==> config.mk <==
export PLATFORM = sky130hd
export DESIGN_NAME = fft_vector_player
export DESIGN_NICKNAME = d
export VERILOG_FILES = /design/src/rtl/fft_vector_player.sv
export SDC_FILE = /design/constraint.sdc
export NUM_CORES = 2
export LEC_CHECK = 0
export BUFFER_PORTS_ARGS = -buffer_cell sky130_fd_sc_hd__buf_4
export CAP_MARGIN = 20
export CELL_PAD_IN_SITES_DETAIL_PLACEMENT = 0
export CELL_PAD_IN_SITES_GLOBAL_PLACEMENT = 1
export CORE_UTILIZATION = 55
export DETAILED_ROUTE_END_ITERATION = 10
export GPL_ROUTABILITY_DRIVEN = 0
export PLACE_DENSITY_LB_ADDON = 0.05
export SYNTH_ARGS = -nofsm -noshare
export SYNTH_HDL_FRONTEND = slang
export SYNTH_SLANG_ARGS = --single-unit
==> constraint.sdc <==
create_clock -name clk -period 5.35 [get_ports clk]
set_clock_uncertainty 0.15 [all_clocks]
set_input_delay 0 -clock clk [delete_from_list [all_inputs] [get_ports clk]]
set_output_delay 0 -clock clk [all_outputs]
set_load 0.02 [all_outputs]
==> src/rtl/fft_vector_player.sv <==
// Stimulus/response player for the fft core: streams a stored block, scores the result.
// Define VP_TOLERANCE_EN for a +/-TOL per-component compare instead of bit-exact.
module fft_vector_player #(
  parameter int DATA_W  = 34,
  parameter int DEPTH   = 32,
  parameter int ADDR_W  = $clog2(DEPTH),
  parameter int LATENCY = 1,
  parameter int TOL     = 1
) (
  input  logic              clk,
  input  logic              rst_n,
  input  logic              wr_en,
  input  logic              wr_sel,
  input  logic [ADDR_W-1:0] wr_addr,
  input  logic [DATA_W-1:0] wr_data,
  input  logic              start,
  output logic [DATA_W-1:0] dut_in,
  output logic              dut_in_vld,
  input  logic [DATA_W-1:0] dut_out,
  output logic              busy,
  output logic              done,
  output logic              pass,
  output logic [ADDR_W:0]   err_count,
  output logic [ADDR_W-1:0] first_err_idx
);

  localparam logic [3:0] DRAIN_LAST =
    4'(LATENCY > 0 ? LATENCY - 1 : 0);
  localparam logic [ADDR_W-1:0] LAST_IDX =
    ADDR_W'(DEPTH - 1);

  typedef enum logic [1:0] {
    S_IDLE, S_PLAY, S_DRAIN, S_FIN
  } state_t;

  state_t state, state_nxt;

  logic [DATA_W-1:0] stim_mem [DEPTH];
  logic [DATA_W-1:0] exp_mem  [DEPTH];

  logic [ADDR_W-1:0] play_cnt;
  logic [ADDR_W-1:0] cmp_idx;
  logic [3:0]        drain_cnt;
  logic [ADDR_W-1:0] rd_addr;
  logic [DATA_W-1:0] rd_data;
  logic [DATA_W-1:0] exp_data;
  logic              wr_ok;
  logic              start_ok;
  logic              last_smp;
  logic              cmp_vld;
  logic              mismatch;

  if (LATENCY < 0 || LATENCY > 15 || DEPTH < 2 || TOL < 0)
  begin : g_param_chk
    $error("fft_vector_player: parameter out of range");
  end

  assign wr_ok    = wr_en && !busy;
  assign start_ok = start && !busy;
  assign last_smp = (play_cnt == LAST_IDX);

  always_ff @(posedge clk) begin
    if (wr_ok) begin
      if (wr_sel) exp_mem[wr_addr]  <= wr_data;
      else        stim_mem[wr_addr] <= wr_data;
    end
  end

  // same-edge write to the first sample is forwarded into the run
  assign rd_addr = (state == S_PLAY) ?
                   play_cnt + 1'b1 : '0;
  assign rd_data = (wr_ok && !wr_sel &&
                    wr_addr == rd_addr) ?
                   wr_data : stim_mem[rd_addr];
  assign exp_data = exp_mem[cmp_idx];

  if (LATENCY == 0) begin : g_lat0
    assign cmp_vld = dut_in_vld;
  end else begin : g_latn
    logic [LATENCY-1:0] vld_sr;
    always_ff @(posedge clk or negedge rst_n) begin
      if (!rst_n) vld_sr <= '0;
      else vld_sr <= LATENCY'({vld_sr, dut_in_vld});
    end
    assign cmp_vld = vld_sr[LATENCY-1];
  end

`ifdef VP_TOLERANCE_EN
  localparam int HALF_W = DATA_W / 2;

  function automatic logic near(
    input logic [HALF_W-1:0] a,
    input logic [HALF_W-1:0] b
  );
    logic signed [HALF_W:0] d;
    logic [HALF_W:0]        m;
    d = $signed({a[HALF_W-1], a}) -
        $signed({b[HALF_W-1], b});
    m = d[HALF_W] ? unsigned'(-d) : unsigned'(d);
    return m <= (HALF_W + 1)'(TOL);
  endfunction

  assign mismatch = !(
    near(dut_out[2*HALF_W-1:HALF_W],
         exp_data[2*HALF_W-1:HALF_W]) &&
    near(dut_out[HALF_W-1:0],
         exp_data[HALF_W-1:0]));
`else
  assign mismatch = (dut_out != exp_data);
`endif

  always_ff @(posedge clk or negedge rst_n) begin
    if (!rst_n) state <= S_IDLE;
    else        state <= state_nxt;
  end

  always_comb begin
    state_nxt = state;
    unique case (state)
      S_IDLE, S_FIN:
        if (start) state_nxt = S_PLAY;
      S_PLAY:
        if (last_smp)
          state_nxt = (LATENCY == 0) ? S_FIN : S_DRAIN;
      S_DRAIN:
        if (drain_cnt == '0) state_nxt = S_FIN;
      default: state_nxt = S_IDLE;
    endcase
  end

  always_comb begin
    busy = (state == S_PLAY) || (state == S_DRAIN);
    done = (state == S_FIN);
  end

  assign pass = done && (err_count == '0);

  always_ff @(posedge clk or negedge rst_n) begin
    if (!rst_n) begin
      dut_in        <= '0;
      dut_in_vld    <= 1'b0;
      play_cnt      <= '0;
      drain_cnt     <= '0;
      cmp_idx       <= '0;
      err_count     <= '0;
      first_err_idx <= '0;
    end else begin
      drain_cnt <= (state == S_DRAIN) ?
                   drain_cnt - 1'b1 : DRAIN_LAST;
      if (start_ok) begin
        play_cnt      <= '0;
        dut_in        <= rd_data;
        dut_in_vld    <= 1'b1;
        cmp_idx       <= '0;
        err_count     <= '0;
        first_err_idx <= '0;
      end else begin
        if (state == S_PLAY) begin
          if (last_smp) begin
            dut_in     <= '0;
            dut_in_vld <= 1'b0;
          end else begin
            play_cnt <= play_cnt + 1'b1;
            dut_in   <= rd_data;
          end
        end
        if (cmp_vld) begin
          cmp_idx <= cmp_idx + 1'b1;
          if (mismatch) begin
            err_count <= err_count + 1'b1;
            if (err_count == '0)
              first_err_idx <= cmp_idx;
          end
        end
      end
    end
  end

endmodule
==> run metrics <==
commonest non-fill, non-tap cell in the layout=edfxtp_1; met3 WL post-DR=23,750 um; fill cell count=10.88k; Hold Path Origin=wr_data[20]; crit path DAT=5.75 ns; DR WL/cell=34.60 um; cell mode on critical path=buf_4; RSZ-0062 raised after global routing=no; initial antenna violation count=7; ys flop type=edfxtp_1; WS Path Type=register to register; root cell of the clock tree=clkbuf_16; Netlist cell types=53; DRC viols=0; r2r endpoint=first_err_idx[2]$_DFFE_PN0P_; chip width=399.2 um; Row Count=145; Final Critical Period=5.207 ns; Area after DPL=0.09148 mm^2; GRT Resource Usage Total=30.92%; fin nets=4,900; met1 WL=102,700 um; core area=0.1564 mm^2; Tcrit/Tclk final=97.34%; Die Ht=399.2 um; max_cap viols=0; DRT Wirelength=244,200 um; CTS Sinks=2,239; hold path cells=2; Hold Vio Cnt, Final=0; setup total negative slack=0 ns; die area=0.1594 mm^2; Tightest Pin Transition=1.097 ns; P_leak=31.57 nW; synthesis-to-finish area growth=14.39%; leading post-synthesis cells by cell area=edfxtp_1 (75%), mux4_2 (8.7%), mux2i_1 (3.2%); status=finished, final reports clean; Initial Utilization=55.50%; Synth top area share=75.29%; Pint=33.19 mW; crit-path cells=buf_4 -> nand3b_1 -> buf_4 -> o22ai_1 -> a211oi_1 -> a22oi_1 -> xnor2_1 -> nand4_1 -> dlygate4sd3_1 -> nor4_4 -> buf_4 -> nand3_2 -> buf_4 -> o2bb2ai_1; post-synthesis mux area share=12.08%; post-layout util=63.48%; H-Tree Level Count=4; Post-Synth XOR/XNOR Area=0.4743%; Yosys reg bits=2,239; finished layout cell area=0.09928 mm^2; Ports=127; setup violators final=0; antenna viol nets, final=0; drt first pass iters=6; share of cells above drive strength 1=21.85%; Inserted Clock Buffers=220; Seq/Total Area, Yosys=77.10%; Max FO, Critical Path=25; vias in the first global route=45.64k; worst r2r src=cmp_idx[2]$_DFFE_PN0P_; sw frac=29.40%; Via-to-Cell Ratio=6.623; leading area contributor after synthesis=edfxtp_1; Worst setup EP type=register; complex-gate fraction of the synthesized area=5.815%; most frequent cells in the layout=edfxtp_1 (2,176), mux4_2 (337), buf_4 (290); CTS max path bufs=3; Simple-Gate Fraction of Synth Area=2.739%; largest net degree at the start of global routing=87; Post-synth EDFFs=2,176; GR Overflow Total=0; part of the power in registers=42.6%; port bufs=126; Max IR drop VDD=497.7 uV; Clock Latency Late Sink=0.84 ns; Ys Warns=0; HP Class=input pin to register; met2 WL=113,500 um; Power Density=473.5 mW/mm^2; Net Sw Power=13.82 mW; power share of the clock group=32.4%; largest stage delay on the critical path=0.78 ns; post-synthesis adder-cell area fraction=0.1586%; WHS Endpoint=stim_mem[23][20]$_DFFE_PP_; Syn Area/Cell=19.33 um^2; dpl hpwl=132,900 um; CTS tree=done; first-pass GRT wire length=342,700 um; WP data required=5.90 ns; Slew headroom=26.76%; Max Slew Vio Count=0; net count after synthesis=4,579; cell area after synthesis=0.08679 mm^2; clock transition at the registers of the reported paths=0.06 ns; top sig layer=met5; CP max stage cell=dfrtp_4; Worst R2R Path Depth=14; drt first-iter violations=6,233; main combinational cell family by area after synthesis=multiplexers; critical path startpoint category=register; Worst R2R Setup Slack=0.14 ns; combinational power share=25.1%; Post-Syn Instances=4,490; Synth async-reset ratio=2.814%; Via Count=46.73k; Fmax=192.0 MHz
## worst max path at each step
stage                                         to  cells after the start                    from  slack [ns]
global placement    first_err_idx[1]$_DFFE_PN0P_                     12  cmp_idx[2]$_DFFE_PN0P_        0.69
detailed placement  first_err_idx[2]$_DFFE_PN0P_                     12  cmp_idx[2]$_DFFE_PN0P_        0.60
finish              first_err_idx[2]$_DFFE_PN0P_                     14  cmp_idx[2]$_DFFE_PN0P_        0.14
floorplan              stim_mem[23][0]$_DFFE_PP_                      6    state[0]$_DFFE_PN0P_        2.02
global route        first_err_idx[2]$_DFFE_PN0P_                     15  cmp_idx[0]$_DFFE_PN0P_        0.09
CTS                 first_err_idx[2]$_DFFE_PN0P_                     13  cmp_idx[0]$_DFFE_PN0P_        0.18
## kinds of logic (layout without fill, tap and decap cells)
| logic type | Yosys count | count (layout) |
|---|---|---|
| adders and majority gates | 11 | 11 |
| DFF | 2239 | 2239 |
| and+or+nand+nor | 523 | 523 |
| buffers and inverters | 311 | 818 |
| xor gates and xnor gates | 47 | 47 |
| AOI/OAI and AO/OA | 734 | 734 |
| muxes | 625 | 625 |
| other | 0 | 1 |
## power by group through the flow
stage                     registers [mW]  logic, mW  clock network [mW]
after floorplan                     20.3       7.50                   0
after global placement              20.4       11.5                   0
after detailed placement            20.4       11.6                   0
after CTS                           20.0       11.7                15.4
after global routing                20.0       12.5                16.1
final                               20.0       11.8                15.2
## area by class of cell
| class | count | area, um^2 | share of cell area (%) |
|---|---|---|---|
| timing repair buffer | 391 | 3563 | 3.589 |
| tap | 2058 | 2575 | 2.594 |
| clock buffer | 290 | 6023 | 6.067 |
| sequential | 2239 | 66940 | 67.43 |
| clock inverter | 118 | 1066 | 1.074 |
| antenna | 1 | 2.502 | 0.002521 |
| multi-input combinational | 1940 | 19040 | 19.18 |
| inverter | 19 | 71.32 | 0.07183 |
## synth_stat cells, types with 13 or more instances
master and count:
a221oi_1 39, buf_2 50, o211ai_1 56, a22oi_1 34
o22ai_1 28, xnor2_1 28, nand3_1 90, nand2_1 223
a211oi_1 65, nor2b_1 14, mux2_2 13, xor2_1 19
a22o_1 40, nor3_1 27, o21ai_0 175, clkbuf_1 180
mux4_2 337, a21oi_1 102, a31oi_1 36, nor2_1 101
buf_6 15, inv_1 19, and3_1 24, o221ai_1 125
buf_1 29, buf_4 18, dfrtp_1 63, mux2i_1 275
edfxtp_1 2176
## sequential cells by signal (all words and copies together) (netlist names)
signal	cells
cmp_idx	5
stim_mem	1088
first_err_idx	5
drain_cnt	4
dut_in	34
dut_in_vld	1
play_cnt	5
cmp_vld	1
err_count	6
exp_mem	1088
state	2
## timing repair
action / 4_1_cts / 5_1_grt
buffers inserted: 0 / 1
hold buffers: 66 / 0
endpoints found under the setup margin: 0 / 9
hold endpoints to repair: 2297 / 0
gates resized for setup: 0 / 1
## through the flow
stage	hold slack [ns]	cells	total power, mW	setup slack [ns]
6_report	0.09740	7056	47.01	0.1425
5_1_grt	0.05418	7055	48.59	0.09223
4_1_cts	0.002076	7054	47.12	0.1806
3_5_place_dp	-0.09570	6580	31.95	0.5962
3_3_place_gp	-0.1032	6580	31.90	0.6854
2_1_floorplan	-0.4456	4490	27.76	2.016
## critical path: cells and delay by family, from the launching register on
kind,cells,cell delay [ns]
AOI/OAI and AO/OA,4,0.84
xor gates and xnor gates,1,0.26
buffers and inverters,5,1.76
DFF,1,0.78
and+or+nand+nor,4,1.20
## layer usage
layer | global-route usage, % | up-vias
met5 | 0 | -
met4 | 6.516 | 4
met3 | 6.666 | 288
met2 | 46.62 | 2345
met1 | 46.92 | 24880
li1 | - | 19210
(Power assumes the default switching activity.)
